$ cat config.mk
export PLATFORM = sky130hd
export DESIGN_NAME = run_sequencer
export DESIGN_NICKNAME = d
export VERILOG_FILES = /design/src/rtl/run_seq_pkg.sv /design/src/rtl/hold_channel.sv /design/src/rtl/run_sequencer.sv
export SDC_FILE = /design/constraint.sdc
export NUM_CORES = 1
export LEC_CHECK = 0
export BUFFER_PORTS_ARGS = -buffer_cell sky130_fd_sc_hd__buf_2
export CAP_MARGIN = 40
export CORE_MARGIN = 3
export CORE_UTILIZATION = 30
export DETAILED_ROUTE_END_ITERATION = 7
export GPL_TIMING_DRIVEN = 0
export HOLD_SLACK_MARGIN = 0.12
export PLACE_DENSITY = 0.58
export SLEW_MARGIN = 5
export SYNTH_ARGS = -nofsm -noshare
export SYNTH_HDL_FRONTEND = slang
export SYNTH_SLANG_ARGS = --single-unit
$ cat constraint.sdc
create_clock -name clk -period 7.84 [get_ports clk]
set_clock_uncertainty 0.2 [all_clocks]
set_input_delay 0.392 -clock clk [delete_from_list [all_inputs] [get_ports clk]]
set_output_delay 0.392 -clock clk [all_outputs]
set_load 0.01 [all_outputs]
$ cat src/rtl/run_seq_pkg.sv
// Shared types and helpers for run_sequencer and its hold channels.
package run_seq_pkg;

    localparam int unsigned DEF_DW         = 8;
    localparam int unsigned MAX_DELAY_BITS = 1024;

    typedef enum logic [1:0] {
        SEQ  = 2'd0,
        RUN  = 2'd1,
        DONE = 2'd2
    } state_t;

    // Largest of `channels` unsigned fields of `dw` bits packed LSB-first in `delays`.
    function automatic int unsigned dly_max(input logic [MAX_DELAY_BITS-1:0] delays,
                                            input int unsigned channels,
                                            input int unsigned dw);
        int unsigned v_max;
        int unsigned v_cur;
        v_max = 0;
        for (int unsigned i = 0; i < channels; i++) begin
            v_cur = 0;
            for (int unsigned b = 0; b < dw; b++) begin
                if (delays[10'(i * dw + b)]) v_cur = v_cur | (32'd1 << b);
            end
            if (v_cur > v_max) v_max = v_cur;
        end
        return v_max;
    endfunction

endpackage

$ cat src/rtl/hold_channel.sv
// One hold line: released once the release sequence reaches its delay, re-armed by
// restart, and driven to its DONE_MASK bit when the run budget expires.
module hold_channel
    import run_seq_pkg::*;
#(
    parameter int unsigned DW = DEF_DW
) (
    input  logic          clk,
    input  logic          reset,
    input  logic [DW-1:0] i_seq_cnt,
    input  state_t        i_state,
    input  logic          i_restart,
    input  logic          i_expire,
    input  logic [DW-1:0] i_delay,
    input  logic          i_done_mask,
    output logic          o_hold
);

    localparam int unsigned SW = DW + 1;

    logic          r_hold;
    logic          w_reached;

    // Edge about to occur is edge seq_cnt+1; a zero delay still releases on edge 1.
    assign w_reached = (SW'(i_seq_cnt) + SW'(1)) >= SW'(i_delay);

    always_ff @(posedge clk or posedge reset) begin
        if (reset) begin
            r_hold <= 1'b1;
        end else if (i_restart) begin
            r_hold <= 1'b1;
        end else begin
            case (i_state)
                SEQ:     if (w_reached) r_hold <= 1'b0;
                RUN:     if (i_expire)  r_hold <= i_done_mask;
                default: ;
            endcase
        end
    end

    assign o_hold = r_hold;

endmodule

$ cat src/rtl/run_sequencer.sv
// Staged hold release, cycle-budgeted RUN and sticky DONE around the core.
// Define RUN_SEQUENCER_STATS_EN to expose the cycle and retired-instruction counters.
module run_sequencer
    import run_seq_pkg::*;
#(
    parameter int unsigned            CHANNELS  = 2,
    parameter int unsigned            DW        = DEF_DW,
    parameter logic [CHANNELS*DW-1:0] DELAYS    = {8'd4, 8'd3},
    parameter logic [CHANNELS-1:0]    DONE_MASK = 2'b10,
    parameter int unsigned            CNTW      = 32
) (
    input  logic                clk,
    input  logic                reset,
    input  logic                restart,
    input  logic [CNTW-1:0]     budget,
    input  logic                retire,
    output logic [CHANNELS-1:0] hold_out,
    output logic                running,
    output logic                done,
    output logic [CNTW-1:0]     clk_count,
    output logic [CNTW-1:0]     insn_count
);

    localparam int unsigned DLY_MAX  = dly_max(MAX_DELAY_BITS'(DELAYS), CHANNELS, DW);
    localparam int unsigned RUN_EDGE = (DLY_MAX > 0) ? DLY_MAX : 1;
    localparam int unsigned SW       = DW + 1;

    state_t          r_state;
    logic [DW-1:0]   r_seq_cnt;
    logic [CNTW-1:0] r_budget_q;
    logic [CNTW-1:0] r_clk_cnt;
    logic            r_running;
    logic            r_done;

    logic [SW-1:0]   w_seq_inc;
    logic [DW-1:0]   w_seq_sat;
    logic            w_seq_last;
    logic            w_expire;

    assign w_seq_inc  = SW'(r_seq_cnt) + SW'(1);
    assign w_seq_sat  = (w_seq_inc > SW'(DLY_MAX)) ? DW'(DLY_MAX) : w_seq_inc[DW-1:0];
    assign w_seq_last = w_seq_inc >= SW'(RUN_EDGE);
    // Last RUN cycle of a non-zero budget; the cycle counter lands on budget_q.
    assign w_expire   = (r_state == RUN) && (r_budget_q != '0)
                        && ((r_clk_cnt + CNTW'(1)) == r_budget_q);

    always_ff @(posedge clk or posedge reset) begin
        if (reset) begin
            r_state    <= SEQ;
            r_seq_cnt  <= '0;
            r_budget_q <= '0;
            r_clk_cnt  <= '0;
            r_running  <= 1'b0;
            r_done     <= 1'b0;
        end else if (restart) begin
            r_state    <= SEQ;
            r_seq_cnt  <= '0;
            r_clk_cnt  <= '0;
            r_running  <= 1'b0;
            r_done     <= 1'b0;
        end else begin
            case (r_state)
                SEQ: begin
                    r_seq_cnt <= w_seq_sat;
                    if (w_seq_last) begin
                        r_state    <= RUN;
                        r_running  <= 1'b1;
                        r_budget_q <= budget;
                    end
                end
                RUN: begin
                    if (r_clk_cnt != '1) r_clk_cnt <= r_clk_cnt + CNTW'(1);
                    if (w_expire) begin
                        r_state   <= DONE;
                        r_running <= 1'b0;
                        r_done    <= 1'b1;
                    end
                end
                default: ;
            endcase
        end
    end

    for (genvar g = 0; g < CHANNELS; g++) begin : g_hold
        hold_channel #(
            .DW(DW)
        ) u_hold (
            .clk         (clk),
            .reset       (reset),
            .i_seq_cnt   (r_seq_cnt),
            .i_state     (r_state),
            .i_restart   (restart),
            .i_expire    (w_expire),
            .i_delay     (DELAYS[g*DW +: DW]),
            .i_done_mask (DONE_MASK[g]),
            .o_hold      (hold_out[g])
        );
    end

    assign running = r_running;
    assign done    = r_done;

`ifdef RUN_SEQUENCER_STATS_EN
    logic [CNTW-1:0] r_insn_cnt;

    always_ff @(posedge clk or posedge reset) begin
        if (reset) begin
            r_insn_cnt <= '0;
        end else if (restart) begin
            r_insn_cnt <= '0;
        end else if ((r_state == RUN) && retire && (r_insn_cnt != '1)) begin
            r_insn_cnt <= r_insn_cnt + CNTW'(1);
        end
    end

    assign clk_count  = r_clk_cnt;
    assign insn_count = r_insn_cnt;
`else
    logic w_unused_retire;
    assign w_unused_retire = retire;

    assign clk_count  = '0;
    assign insn_count = '0;
`endif

endmodule
==> key figures, run 1 <==
Outcome
  • Run status: finished clean

Route
  • Average wire length per cell after detail routing: 13.9 um
  • DRC violation count after routing: 0
  • Total number of vias: between 4000 and 5000
  • Antenna Nets Post-Route: 0
  • Aggregate routed wire length: ~13000 um
  • Vias/cell: 4.57
  • Pre-Repair DR Iteration Count: 4
  • Number of design-rule violations left by the first detailed-router iteration: 341

CTS
  • TritonCTS sink count: 77
  • Worst-path clk slew: approximately 0.060 ns
  • CTS Root Cell: sky130_fd_sc_hd__clkbuf_16
  • Deepest clock path buffer count: 2
  • Clock tree from TritonCTS: done
  • Number of clock buffers inserted by TritonCTS: 9
  • Worst-Skew Late Latency: 0.35 ns
  • Deepest level of the CTS H-tree: 3
  • Post-CTS sizing: 0

Critical path
  • Setup CP Type: register to register
  • R2R Path Start: r_clk_cnt[0]
  • Cells along the critical path: ha_1, nand3_1, nor3_2, nand3_1, o41ai_1, o22ai_1, or4_4, o31a_1
  • Startpoint kind of the worst setup timing path: register
  • Critical path data arrival time: 3.73 ns
  • Capturing point of the worst reg2reg path: r_state[0]
  • Crit path top cell by count: sky130_fd_sc_hd__nand3_1
  • Reg2Reg Setup Slack: around 4.1 ns
  • Worst Path Buf+Inv: 0
  • Length in cells of the worst reg-to-reg path: 8
  • Capturing element type of the critical path: register
  • Family of cells with the greatest summed delay on the critical path: simple AND/OR/NAND/NOR gates
  • Critical-path top delay cell: sky130_fd_sc_hd__or4_4
  • Worst endpoint required time: 7.87 ns
  • Maximum fanout encountered on the critical timing path: 9
  • Crit-path max cell delay: 0.54 ns

Power
  • Power density normalized to cell area: 236 mW/mm^2
  • Sequential share of power: 40.8%
  • Combinational fraction of design power: a little under a third
  • Worst IR drop on VDD: between 0.00015 and 0.0002 V
  • Switching share of power: 34.4%
  • Clock share of power: between 20% and 30%
  • Total net switching power: 0.000529 W
  • Pleak: 2.84 nW
  • Total internal power: 0.00101 W

GRT
  • Initial antenna violation count: 0
  • Largest net degree at the start of global routing: 55
  • GR Util All Layers: ~14%
  • Via count of the first global-routing pass: 3720
  • Gr ovfl total: 0
  • First-pass GRT wire length: 20100 um

Synthesis
  • Post-synthesis cell type count: between 60 and 70
  • Cell type contributing the most total cell area after synthesis: sky130_fd_sc_hd__dfrtp_1
  • Flip-flop and latch count after synthesis: 77
  • Cells taking the most area after synthesis: sky130_fd_sc_hd__dfrtp_1, sky130_fd_sc_hd__buf_4, sky130_fd_sc_hd__mux2_2
  • Synth Area per Inst: 9.37 um^2
  • Count of flip-flops with a built-in enable after synthesis: 0
  • Syn. warnings: 0
  • Area share of the largest cell type after synthesis: 36.4%
  • Leading register cell type out of synthesis: sky130_fd_sc_hd__dfrtp_1
  • Cell area after synthesis: just over 0.005 mm^2
  • Post-synthesis sequential area ratio: 37.4%
  • Gate Count Post-Synth: 550
  • Post-synthesis async set-or-reset flop share: 100%

Floorplan
  • Initial cell density of the core: 30.9%
  • Y dimension of the die: roughly 140 um
  • Number of top-level pins: between 100 and 150
  • Count of standard-cell rows: 47
  • Total die area: 0.0188 mm^2
  • Core area: 0.0167 mm^2
  • Die width: 137 um

Hold path
  • Depth of the worst hold-timing path: 1
  • End of the worst hold path: r_seq_cnt[6]
  • Kind of path behind the tightest hold check: register to register
  • Min-Delay Startpoint: r_seq_cnt[6]

Placement
  • Final weighted congestion in routability-driven placement: 0.886
  • Number of input and output port buffers inserted: 37
  • Placed cells: just under 900
  • HPWL after DPL: 9560 um

Timing
  • Period Utilization, post-route: 47.2%
  • Transition time of the tightest slew-check pin: 0.667 ns
  • Fmax: 0.270 GHz
  • Final-layout setup total negative slack: 0 ns
  • Final Setup Violations: 0
  • Max Slew Vio Count: 0
  • Hold violation total from the final report: 0
  • RSZ-0062 raised after global routing: no
  • Time the worst path needs with I/O delays and setup: 3.70 ns
  • Tightest slew margin relative to the limit: 55.5%

Cells and area
  • Count of non-filler cells in the finished layout: 920
  • Post-layout nets: approximately 730
  • Final core occ: 39.0%
  • Area growth from synthesis to layout: 26.3%
  • Final antenna diode count: 0
  • Share of cells above drive strength 1: a little over a quarter

Job
  • Maxcap violations: 0
## power by group through the flow
| stage | sequential [W] | combinational [W] | clock [W] |
|---|---|---|---|
| global route | 0.000645 | 0.000541 | 0.000449 |
| detailed placement | 0.000634 | 0.000476 | 0 |
| finish | 0.000628 | 0.000488 | 0.000424 |
| floorplan | 0.000583 | 0.000384 | 0 |
| global placement | 0.000631 | 0.000470 | 0 |
| CTS | 0.000627 | 0.000490 | 0.000432 |
## worst max-delay path by stage
stage | endpoint | startpoint | depth (start not counted) | slack (ns)
after global routing | r_state[0] | r_clk_cnt[0] | 8 | 3.85
after global placement | r_state[0] | r_clk_cnt[0] | 8 | 4.12
final | r_state[0] | r_clk_cnt[0] | 8 | 4.14
after floorplan | r_state[0] | r_clk_cnt[0] | 9 | 4.79
after CTS | r_state[0] | r_clk_cnt[0] | 8 | 4.17
after detailed placement | r_state[0] | r_clk_cnt[0] | 8 | 4.20
## cell usage in the layout, fill, tap and decap left out, types with 12 or more instances in the layout
| cell type | count |
|---|---|
| sky130_fd_sc_hd__nand3_1 | 23 |
| sky130_fd_sc_hd__clkbuf_1 | 16 |
| sky130_fd_sc_hd__and2_1 | 12 |
| sky130_fd_sc_hd__mux2_2 | 33 |
| sky130_fd_sc_hd__nand4_1 | 25 |
| sky130_fd_sc_hd__conb_1 | 64 |
| sky130_fd_sc_hd__nor4_1 | 17 |
| sky130_fd_sc_hd__xnor2_1 | 38 |
| sky130_fd_sc_hd__dfrtp_1 | 75 |
| sky130_fd_sc_hd__o21ai_0 | 18 |
| sky130_fd_sc_hd__xor2_1 | 25 |
| sky130_fd_sc_hd__buf_4 | 72 |
| sky130_fd_sc_hd__nor2_1 | 38 |
| sky130_fd_sc_hd__buf_2 | 48 |
| sky130_fd_sc_hd__a21oi_1 | 12 |
| sky130_fd_sc_hd__dlygate4sd3_1 | 33 |
| sky130_fd_sc_hd__nor3_1 | 18 |
| sky130_fd_sc_hd__nand2_1 | 17 |
## what timing repair did
| item | CTS | global route |
|---|---|---|
| hold endpoints to repair | 55 | 0 |
| hold buffers | 33 | 0 |
| setup buffers | 0 | 0 |
## cell usage after synthesis (2+ instances only)
cell	count
sky130_fd_sc_hd__a211o_1	2
sky130_fd_sc_hd__a211oi_1	2
sky130_fd_sc_hd__a21oi_1	12
sky130_fd_sc_hd__a31o_2	2
sky130_fd_sc_hd__a31oi_1	4
sky130_fd_sc_hd__and2_1	12
sky130_fd_sc_hd__and3_1	7
sky130_fd_sc_hd__and4_1	4
sky130_fd_sc_hd__buf_2	11
sky130_fd_sc_hd__buf_4	72
sky130_fd_sc_hd__clkbuf_1	16
sky130_fd_sc_hd__dfrtp_1	75
sky130_fd_sc_hd__dfstp_2	2
sky130_fd_sc_hd__ha_1	3
sky130_fd_sc_hd__inv_1	9
sky130_fd_sc_hd__mux2_2	33
sky130_fd_sc_hd__mux2i_1	2
sky130_fd_sc_hd__nand2_1	17
sky130_fd_sc_hd__nand2b_1	6
sky130_fd_sc_hd__nand3_1	23
sky130_fd_sc_hd__nand4_1	25
sky130_fd_sc_hd__nor2_1	38
sky130_fd_sc_hd__nor2b_1	2
sky130_fd_sc_hd__nor3_1	18
sky130_fd_sc_hd__nor3_2	2
sky130_fd_sc_hd__nor4_1	17
sky130_fd_sc_hd__nor4b_1	2
sky130_fd_sc_hd__o2111ai_1	3
sky130_fd_sc_hd__o211ai_1	3
sky130_fd_sc_hd__o21ai_0	18
sky130_fd_sc_hd__o22ai_1	3
sky130_fd_sc_hd__o31a_1	2
sky130_fd_sc_hd__o32ai_1	2
sky130_fd_sc_hd__o41ai_1	2
sky130_fd_sc_hd__or3_1	11
sky130_fd_sc_hd__or4_4	2
sky130_fd_sc_hd__xnor2_1	38
sky130_fd_sc_hd__xor2_1	25
## flip-flops by register name (all words and copies together) (netlist names)
register              cells
done                      1
g_hold.u_hold.o_hold      2
r_budget_q               32
r_clk_cnt                32
r_seq_cnt                 8
r_state                   2
## cell families after synthesis
kind of cell               Yosys count  share of synthesized area, %
AOI/OAI and AO/OA                   67                          8.84
xor gates and xnor gates            63                          10.7
adders and majority gates            3                         0.728
buffers and inverters              109                          13.6
DFF                                 77                          37.4
muxes                               35                          7.60
other                                1                        0.0727
and+or+nand+nor                    195                          21.0
## stage by stage
step	hold slack (ns)	cell area [um^2]	setup slack (ns)	total power, W
2_1_floorplan	0.244	5390	4.79	0.000967
5_1_grt	0.305	6510	3.85	0.00164
3_3_place_gp	0.261	5850	4.12	0.00110
4_1_cts	0.281	6510	4.17	0.00155
3_5_place_dp	0.205	5880	4.20	0.00111
6_report	0.275	6510	4.14	0.00154
## final cells by class
class	count	area (um^2)
Timing Repair Buffer	71	543
Buffer	100	667
Clock buffer	10	239
Fill cell	1686	10200
Inverter	9	36.3
Tap cell	220	275
Multi-Input combinational cell	427	2760
Clock inverter	6	61.3
Sequential cell	77	1930
## routing by layer
layer	part of all wire, %	track usage, %
met1	48	20.2
met4	2.1	5.60
met3	6.2	3.27
met5	0	0
met2	44	20.1
No activity file was read; power rests on OpenSTA's default activity.
==> run 2, diff against run 1 <==
Settings changed: ABC_AREA from default to 1.
Clock period 7.84 ns to 3.78 ns, I/O delays scaled along.
==> run 2 against run 1 <==
Effect of this change:
- highest routed layer unchanged
- cell area up 3.0%
- clock-buffer cell count is 3 higher
- area after synthesis up 3.3%
- die area is 3.2% higher
==> key figures, run 2 <==
Outcome
  • Run status: finished clean

Power
  • Power density normalized to cell area: 461 mW/mm^2 (+95%)
  • Pleak: 3.28 nW (+16%)
  • Worst IR drop on VDD: 0.000330 V (+90%)

CTS
  • Clock tree from TritonCTS: done
  • CTS Root Cell: sky130_fd_sc_hd__clkbuf_16
  • TritonCTS sink count: 77 (unchanged)
  • Deepest level of the CTS H-tree: 3 (unchanged)
  • Post-CTS sizing: 0 (unchanged)
  • Worst-path clk slew: 0.06 ns (about the same)
  • Worst-Skew Late Latency: 0.35 ns (about the same)
  • Number of clock buffers inserted by TritonCTS: 9 (unchanged)
  • Deepest clock path buffer count: 2 (unchanged)

Timing
  • Transition time of the tightest slew-check pin: 0.659 ns (-0.00780 ns)
  • Time the worst path needs with I/O delays and setup: 2.78 ns (-0.920 ns)
  • Period Utilization, post-route: 73.5% (+26 points)
  • Final-layout setup total negative slack: 0 ns (unchanged)
  • Tightest slew margin relative to the limit: 56.0% (+0.52 points)
  • Final Setup Violations: 0 (unchanged)
  • RSZ-0062 raised after global routing: no
  • Fmax: 0.360 GHz (+33%)
  • Hold violation total from the final report: 0 (unchanged)
  • Max Slew Vio Count: 0 (unchanged)
  • Worst slack on hold paths: 0.244 ns (-0.0305 ns)

Critical path
  • Critical path data arrival time: 2.77 ns (-0.96 ns)
  • Critical-path top delay cell: sky130_fd_sc_hd__buf_1
  • Capturing element type of the critical path: register
  • Crit-path max cell delay: 0.53 ns (about the same)
  • Worst endpoint required time: 3.77 ns (-4.10 ns)
  • Maximum fanout encountered on the critical timing path: 10 (+1)
  • Setup CP Type: register to register
  • Cells along the critical path: ha_1, nand2_2, nor2_8, nand2_4, nor2_4, nand3_1, nand2_1, buf_1, o22ai_1
  • Startpoint kind of the worst setup timing path: register
  • Reg2Reg Setup Slack: 1.00 ns (-3.14 ns)

GRT
  • Largest net degree at the start of global routing: 40 (-27%)
  • Via count of the first global-routing pass: 4585 (+23%)
  • Gr ovfl total: 0 (unchanged)
  • First-pass GRT wire length: 23200 um (+15%)
  • Initial antenna violation count: 0 (unchanged)
  • GR Util All Layers: 14.8% (+0.81 points)

Route
  • Average wire length per cell after detail routing: 12.5 um (-9.8%)
  • Antenna Nets Post-Route: 0 (unchanged)
  • Aggregate routed wire length: 13900 um (+9.3%)
  • DRC violation count after routing: 0 (unchanged)
  • Total number of vias: 4796 (+14%)
  • Number of design-rule violations left by the first detailed-router iteration: 304 (-11%)
  • Pre-Repair DR Iteration Count: 4 (unchanged)
  • Vias/cell: 4.30 (-5.9%)

Cells and area
  • Regs by FF count: r_budget_q x32, r_clk_cnt x32, r_seq_cnt x8
  • Summed area of non-filler cells in the final layout: 0.00671 mm^2 (+3.0%)
  • Commonest non-fill, non-tap cells in the layout: sky130_fd_sc_hd__nand2_1, sky130_fd_sc_hd__nor2_1, sky130_fd_sc_hd__inv_1, sky130_fd_sc_hd__dfrtp_1, sky130_fd_sc_hd__buf_4
  • Count of non-filler cells in the finished layout: 1115 (+21%)
  • Most common library cell in the layout ignoring fill and taps: sky130_fd_sc_hd__nand2_1
  • Share of cells above drive strength 1: 19.7% (-6.9 points)
  • Final core occ: 38.7% (-0.33 points)
  • Area growth from synthesis to layout: 26.0%
  • Final antenna diode count: 0 (unchanged)
  • Filler cell count in the final layout: 1860 (+10%)
  • Post-layout nets: 924 (+26%)

Placement
  • Final weighted congestion in routability-driven placement: 0.913 (+3.0%)
  • HPWL after DPL: 10600 um (+11%)
  • Placed cells: 1065 (+22%)
  • Number of input and output port buffers inserted: 38 (+2.7%)
  • Area after DPL: 0.00606 mm^2 (+3.0%)

Floorplan
  • Die width: 139 um (+1.6%)
  • Total die area: 0.0194 mm^2 (+3.2%)
  • Y dimension of the die: 139 um (+1.6%)
  • Core area: 0.0174 mm^2 (+3.9%)
  • Count of standard-cell rows: 48 (+2.1%)
  • Initial cell density of the core: 30.7% (-0.18 points)
  • Number of top-level pins: 104 (unchanged)

Synthesis
  • Post-synthesis async set-or-reset flop share: 100% (unchanged)
  • Post-synthesis sequential area ratio: 36.2% (-1.2 points)
  • Count of flip-flops with a built-in enable after synthesis: 0 (unchanged)
  • Syn. warnings: 0 (unchanged)
  • Gate Count Post-Synth: 738 (+34%)
  • List of most frequent post-synthesis cells: sky130_fd_sc_hd__nand2_1, sky130_fd_sc_hd__nor2_1, sky130_fd_sc_hd__inv_1
  • Leading register cell type out of synthesis: sky130_fd_sc_hd__dfrtp_1
  • Cell area after synthesis: 0.00533 mm^2 (+3.3%)
  • Most common cell in the synthesized netlist: sky130_fd_sc_hd__nand2_1
  • Cells taking the most area after synthesis: sky130_fd_sc_hd__dfrtp_1, sky130_fd_sc_hd__nand2_1, sky130_fd_sc_hd__buf_4
  • Flip-flop and latch count after synthesis: 77 (unchanged)
  • Cell type contributing the most total cell area after synthesis: sky130_fd_sc_hd__dfrtp_1
  • Post-synthesis cell type count: 37 (-39%)
  • Area share of the largest cell type after synthesis: 35.2% (-1.2 points)
  • Synth Area per Inst: 7.22 um^2 (-23%)

Job
  • Maxcap violations: 0 (unchanged)

Hold path
  • Kind of path behind the tightest hold check: input port to asynchronous set/reset pin
[run 2: changes by cell type after synthesis, sizes merged, moves of 13 or more]
cell    delta
nand2    +196
nor2      +70
inv       +69
nand3     +41
xnor2     -37
nand4     -23
o22ai     +18
nor3      -17
mux2      -16
nor4      -16
clkbuf    -13
[run 2: worst max-delay path: cells and delay by family (launching register included)]
family / cells / cell delay (ns)
AOI/OAI and AO/OA: 1 / 0.17
adders and majority gates: 1 / 0.22
buffers and inverters: 1 / 0.53
DFF: 1 / 0.42
and+or+nand+nor: 6 / 1.06
[run 2: cell families after synthesis]
logic type | share of synthesized area [%]
simple gates | 34.5
xor+xnor | 3.15
buf+inv | 15.8
fa+ha+maj | 0.705
other cells | 0.0704
compound gates | 5.90
mux | 3.59
flops | 36.2
[run 2: power breakdown]
group / internal [W] / switching [W] / total [W]
Combinational: 0.000440 / 0.000534 / 0.000974
Clock: 0.000565 / 0.000354 / 0.000919
Sequential: 0.00102 / 0.000177 / 0.00120
[run 2: area by class of cell]
class	count	area (um^2)	area share, %
Multi-Input combinational cell	569	2790	41.6
Sequential cell	77	1930	28.8
Timing Repair Buffer	73	551	8.20
Buffer	76	547	8.15
Inverter	79	299	4.46
Tap cell	225	282	4.20
Clock buffer	13	270	4.03
Clock inverter	3	42.5	0.634
[run 2: worst paths after layout]
path / startpoint / endpoint / cells past startpoint
min reg2reg: g_hold[1].u_hold.o_hold / g_hold[1].u_hold.o_hold / 2
max reg2reg: r_clk_cnt[0] / r_clk_cnt[4] / 9
min in group clk: g_hold[1].u_hold.o_hold / g_hold[1].u_hold.o_hold / 2
max in group asynchronous: reset / r_clk_cnt[28] / 4
min: reset / r_seq_cnt[7] / 3
max: r_clk_cnt[0] / r_clk_cnt[4] / 9
[run 2: stage by stage]
stage | setup WS (ns) | power [W]
floorplan | 1.43 | 0.00189
global placement | 0.253 | 0.00215
detailed placement | 1.03 | 0.00217
CTS | 1.02 | 0.00313
global route | 0.792 | 0.00334
finish | 1.00 | 0.00309
[run 2: repair_timing]
item | CTS | global route
setup buffers | 0 | 0
hold buffers | 34 | 0
hold endpoints to repair | 78 | 0
[run 2: metal layers]
| metal | vias to the layer above | track usage (%) | part of all wire [%] |
|---|---|---|---|
| met3 | 7 | 4.19 | 6.8 |
| met1 | 2151 | 20.2 | 47 |
| met2 | 131 | 23.8 | 46 |
| met5 | - | 0 | 0 |
| met4 | 0 | 2.68 | 0.62 |
| li1 | 2507 | - | - |
==> run 3, diff against run 2 <==
Clock period 3.78 ns to 2.9 ns, I/O delays scaled along.
==> run 3 against run 2 <==
Effect of this change:
- worst hold slack got worse by 0.041 ns
- clock-buffer cell count unchanged
- power increased by 31%
- first-iteration DRC count increased by 4.6%
- register-to-register slack got worse by 0.86 ns
- largest power group unchanged
- routed wire length about the same
- sequential share of layout area decreased by 0.11 points
- critical path depth unchanged
- cell area increased by 0.39%
- critical path type unchanged
- die area unchanged
==> key figures, run 3 (synthesis gave the netlist of run 2 again) <==
Floorplan
  • Initial cell density of the core: 30.7% (unchanged)
  • Y dimension of the die: 139 um (unchanged)
  • Core area: 0.0174 mm^2 (unchanged)
  • Number of top-level pins: 104 (unchanged)
  • Count of standard-cell rows: 48 (unchanged)
  • Total die area: 0.0194 mm^2 (unchanged)
  • Die width: 139 um (unchanged)

GRT
  • GR Util All Layers: 14.8% (unchanged)
  • Gr ovfl total: 0 (unchanged)
  • Via count of the first global-routing pass: 4585 (unchanged)
  • First-pass GRT wire length: 23200 um (unchanged)
  • Largest net degree at the start of global routing: 40 (unchanged)
  • Initial antenna violation count: 0 (unchanged)

Cells and area
  • Commonest non-fill, non-tap cells in the layout: sky130_fd_sc_hd__nand2_1, sky130_fd_sc_hd__nor2_1, sky130_fd_sc_hd__inv_1, sky130_fd_sc_hd__dfrtp_1, sky130_fd_sc_hd__buf_4
  • Final antenna diode count: 0 (unchanged)
  • Post-layout nets: 926 (+0.22%)
  • Most common library cell in the layout ignoring fill and taps: sky130_fd_sc_hd__nand2_1
  • Final core occ: 38.8% (+0.15 points)
  • Area growth from synthesis to layout: 26.5%
  • Regs by FF count: r_budget_q x32, r_clk_cnt x32, r_seq_cnt x8
  • Multi-input gate area in the final layout: 0.00280 mm^2 (+0.36%)
  • Filler cell count in the final layout: 1862 (+0.11%)
  • FF+latch area: 0.00193 mm^2 (unchanged)
  • Summed area of non-filler cells in the final layout: 0.00674 mm^2 (+0.39%)
  • Share of cells above drive strength 1: 20.3% (+0.63 points)

CTS
  • TritonCTS sink count: 77 (unchanged)
  • Number of clock buffers inserted by TritonCTS: 9 (unchanged)
  • Worst-Skew Late Latency: 0.35 ns (about the same)
  • Deepest clock path buffer count: 2 (unchanged)
  • Clock tree from TritonCTS: done
  • Worst-path clk slew: 0.06 ns (about the same)
  • CTS Root Cell: sky130_fd_sc_hd__clkbuf_16
  • Deepest level of the CTS H-tree: 3 (unchanged)

Power
  • Pleak: 3.29 nW (+0.24%)
  • Power density normalized to cell area: 600 mW/mm^2 (+30%)
  • Worst IR drop on VDD: 0.000430 V (+30%)

Timing
  • Transition time of the tightest slew-check pin: 0.658 ns (-0.00152 ns)
  • Final Setup Violations: 0 (unchanged)
  • Time the worst path needs with I/O delays and setup: 2.76 ns (-0.0225 ns)
  • RSZ-0062 raised after global routing: yes
  • Hold violation total from the final report: 0 (unchanged)
  • Period Utilization, post-route: 95.0% (+22 points)
  • Fmax: 0.363 GHz (+0.82%)
  • Max Slew Vio Count: 0 (unchanged)
  • Tightest slew margin relative to the limit: 56.1% (+0.10 points)

Critical path
  • Worst Path Buf+Inv: 1 (unchanged)
  • Critical path data arrival time: 2.75 ns (-0.02 ns)
  • Maximum fanout encountered on the critical timing path: 10 (unchanged)
  • Length in cells of the worst reg-to-reg path: 9 (unchanged)
  • Worst endpoint required time: 2.89 ns (-0.88 ns)
  • Number of stages on the worst setup path: 9 (unchanged)
  • Cells along the critical path: ha_2, nand2_2, nor2_8, nand2_4, nor2_4, nand3_1, nand2_1, buf_1, o22ai_1
  • Startpoint kind of the worst setup timing path: register
  • Reg2Reg Setup Slack: 0.14 ns (-0.86 ns)
  • Family of cells with the greatest summed delay on the critical path: simple AND/OR/NAND/NOR gates
  • Setup CP Type: register to register
  • Crit-path max cell delay: 0.49 ns (-0.04 ns)
  • Critical-path top delay cell: sky130_fd_sc_hd__buf_1
  • Capturing element type of the critical path: register

Placement
  • Number of input and output port buffers inserted: 38 (unchanged)
  • Area after DPL: 0.00606 mm^2 (unchanged)
  • HPWL after DPL: 10600 um (unchanged)
  • Final weighted congestion in routability-driven placement: 0.913 (unchanged)

Route
  • Total number of vias: 4821 (+0.52%)
  • Vias/cell: 4.32 (+0.34%)
  • Antenna Nets Post-Route: 0 (unchanged)
  • Pre-Repair DR Iteration Count: 5 (+1)
  • DRC violation count after routing: 0 (unchanged)
  • Average wire length per cell after detail routing: 12.5 um (-0.15%)
  • Aggregate routed wire length: 14000 um (about the same)
  • Number of design-rule violations left by the first detailed-router iteration: 318 (+4.6%)

Outcome
  • Run status: finished clean

Job
  • Maxcap violations: 0 (unchanged)

Hold path
  • Kind of path behind the tightest hold check: input port to asynchronous set/reset pin
-- run 3: changes by cell type in the layout (fill, tap and decap cells not counted) --
cell | previous run | this run
sky130_fd_sc_hd__buf_4 | 69 | 71
sky130_fd_sc_hd__buf_1 | 2 | 1
sky130_fd_sc_hd__clkbuf_2 | 0 | 1
sky130_fd_sc_hd__ha_1 | 3 | 2
sky130_fd_sc_hd__ha_2 | 0 | 1
sky130_fd_sc_hd__inv_1 | 76 | 75
sky130_fd_sc_hd__inv_2 | 1 | 2
sky130_fd_sc_hd__nor2_1 | 94 | 93
sky130_fd_sc_hd__nor2_4 | 8 | 9
-- run 3: routing by layer --
metal	GRT usage [%]	part of all wire (%)	vias up
met5	0	0	-
met4	2.68	1.0	0
met3	4.19	6.5	10
met2	23.8	45	139
met1	20.2	48	2166
li1	-	-	2506
-- run 3: power by group --
| group | total [W] | internal, W | leakage (nW) | switching (W) |
|---|---|---|---|---|
| registers | 0.00156 | 0.00133 | 0.982 | 0.000231 |
| logic | 0.00127 | 0.000575 | 2.16 | 0.000700 |
| clock network | 0.00120 | 0.000736 | 0.152 | 0.000467 |
| total | 0.00404 | 0.00264 | 3.29 | 0.00140 |
-- run 3: repair_timing --
| action | CTS | global route |
|---|---|---|
| setup endpoints to repair | 0 | 21 |
| hold buffers | 34 | 0 |
| setup buffers | 0 | 2 |
| endpoints found under the hold margin | 118 | 0 |
| resized for setup | 0 | 5 |
-- run 3: final cells by class --
cell class                      instances  share of cell area (%)
Buffer                                 76                    8.14
Clock buffer                           13                    4.01
Clock inverter                          3                   0.632
Inverter                               79                    4.44
Multi-Input combinational cell        569                    41.6
Sequential cell                        77                    28.6
Tap cell                              225                    4.18
Timing Repair Buffer                   75                    8.40
-- run 3: per-stage QoR --
stage | instances | TNS, ns | total power [W] | worst slack, ns | hold slack, ns
6_report | 1117 | 0 | 0.00404 | 0.144 | 0.203
5_1_grt | 1117 | -0.0242 | 0.00435 | -0.0174 | 0.246
4_1_cts | 1115 | 0 | 0.00408 | 0.136 | 0.212
3_5_place_dp | 1065 | 0 | 0.00282 | 0.151 | 0.0375
3_3_place_gp | 1064 | -43.45 | 0.00280 | -0.583 | 0.162
2_1_floorplan | 801 | 0 | 0.00247 | 0.592 | 0.00814
-- run 3: worst min-delay path, cell delays in order --
cell                            delay [ns]
sky130_fd_sc_hd__dlygate4sd3_1        0.53
sky130_fd_sc_hd__buf_2                0.14
sky130_fd_sc_hd__inv_4                0.38
-- run 3: worst paths after layout --
kind,to,startpoint
hold reg to reg,g_hold[1].u_hold.o_hold,g_hold[1].u_hold.o_hold
setup reg to reg,r_clk_cnt[21],r_clk_cnt[0]
min in group clk,g_hold[1].u_hold.o_hold,g_hold[1].u_hold.o_hold
hold / removal,r_clk_cnt[1],reset
max in group asynchronous,r_budget_q[21],reset
setup / recovery,r_clk_cnt[21],r_clk_cnt[0]
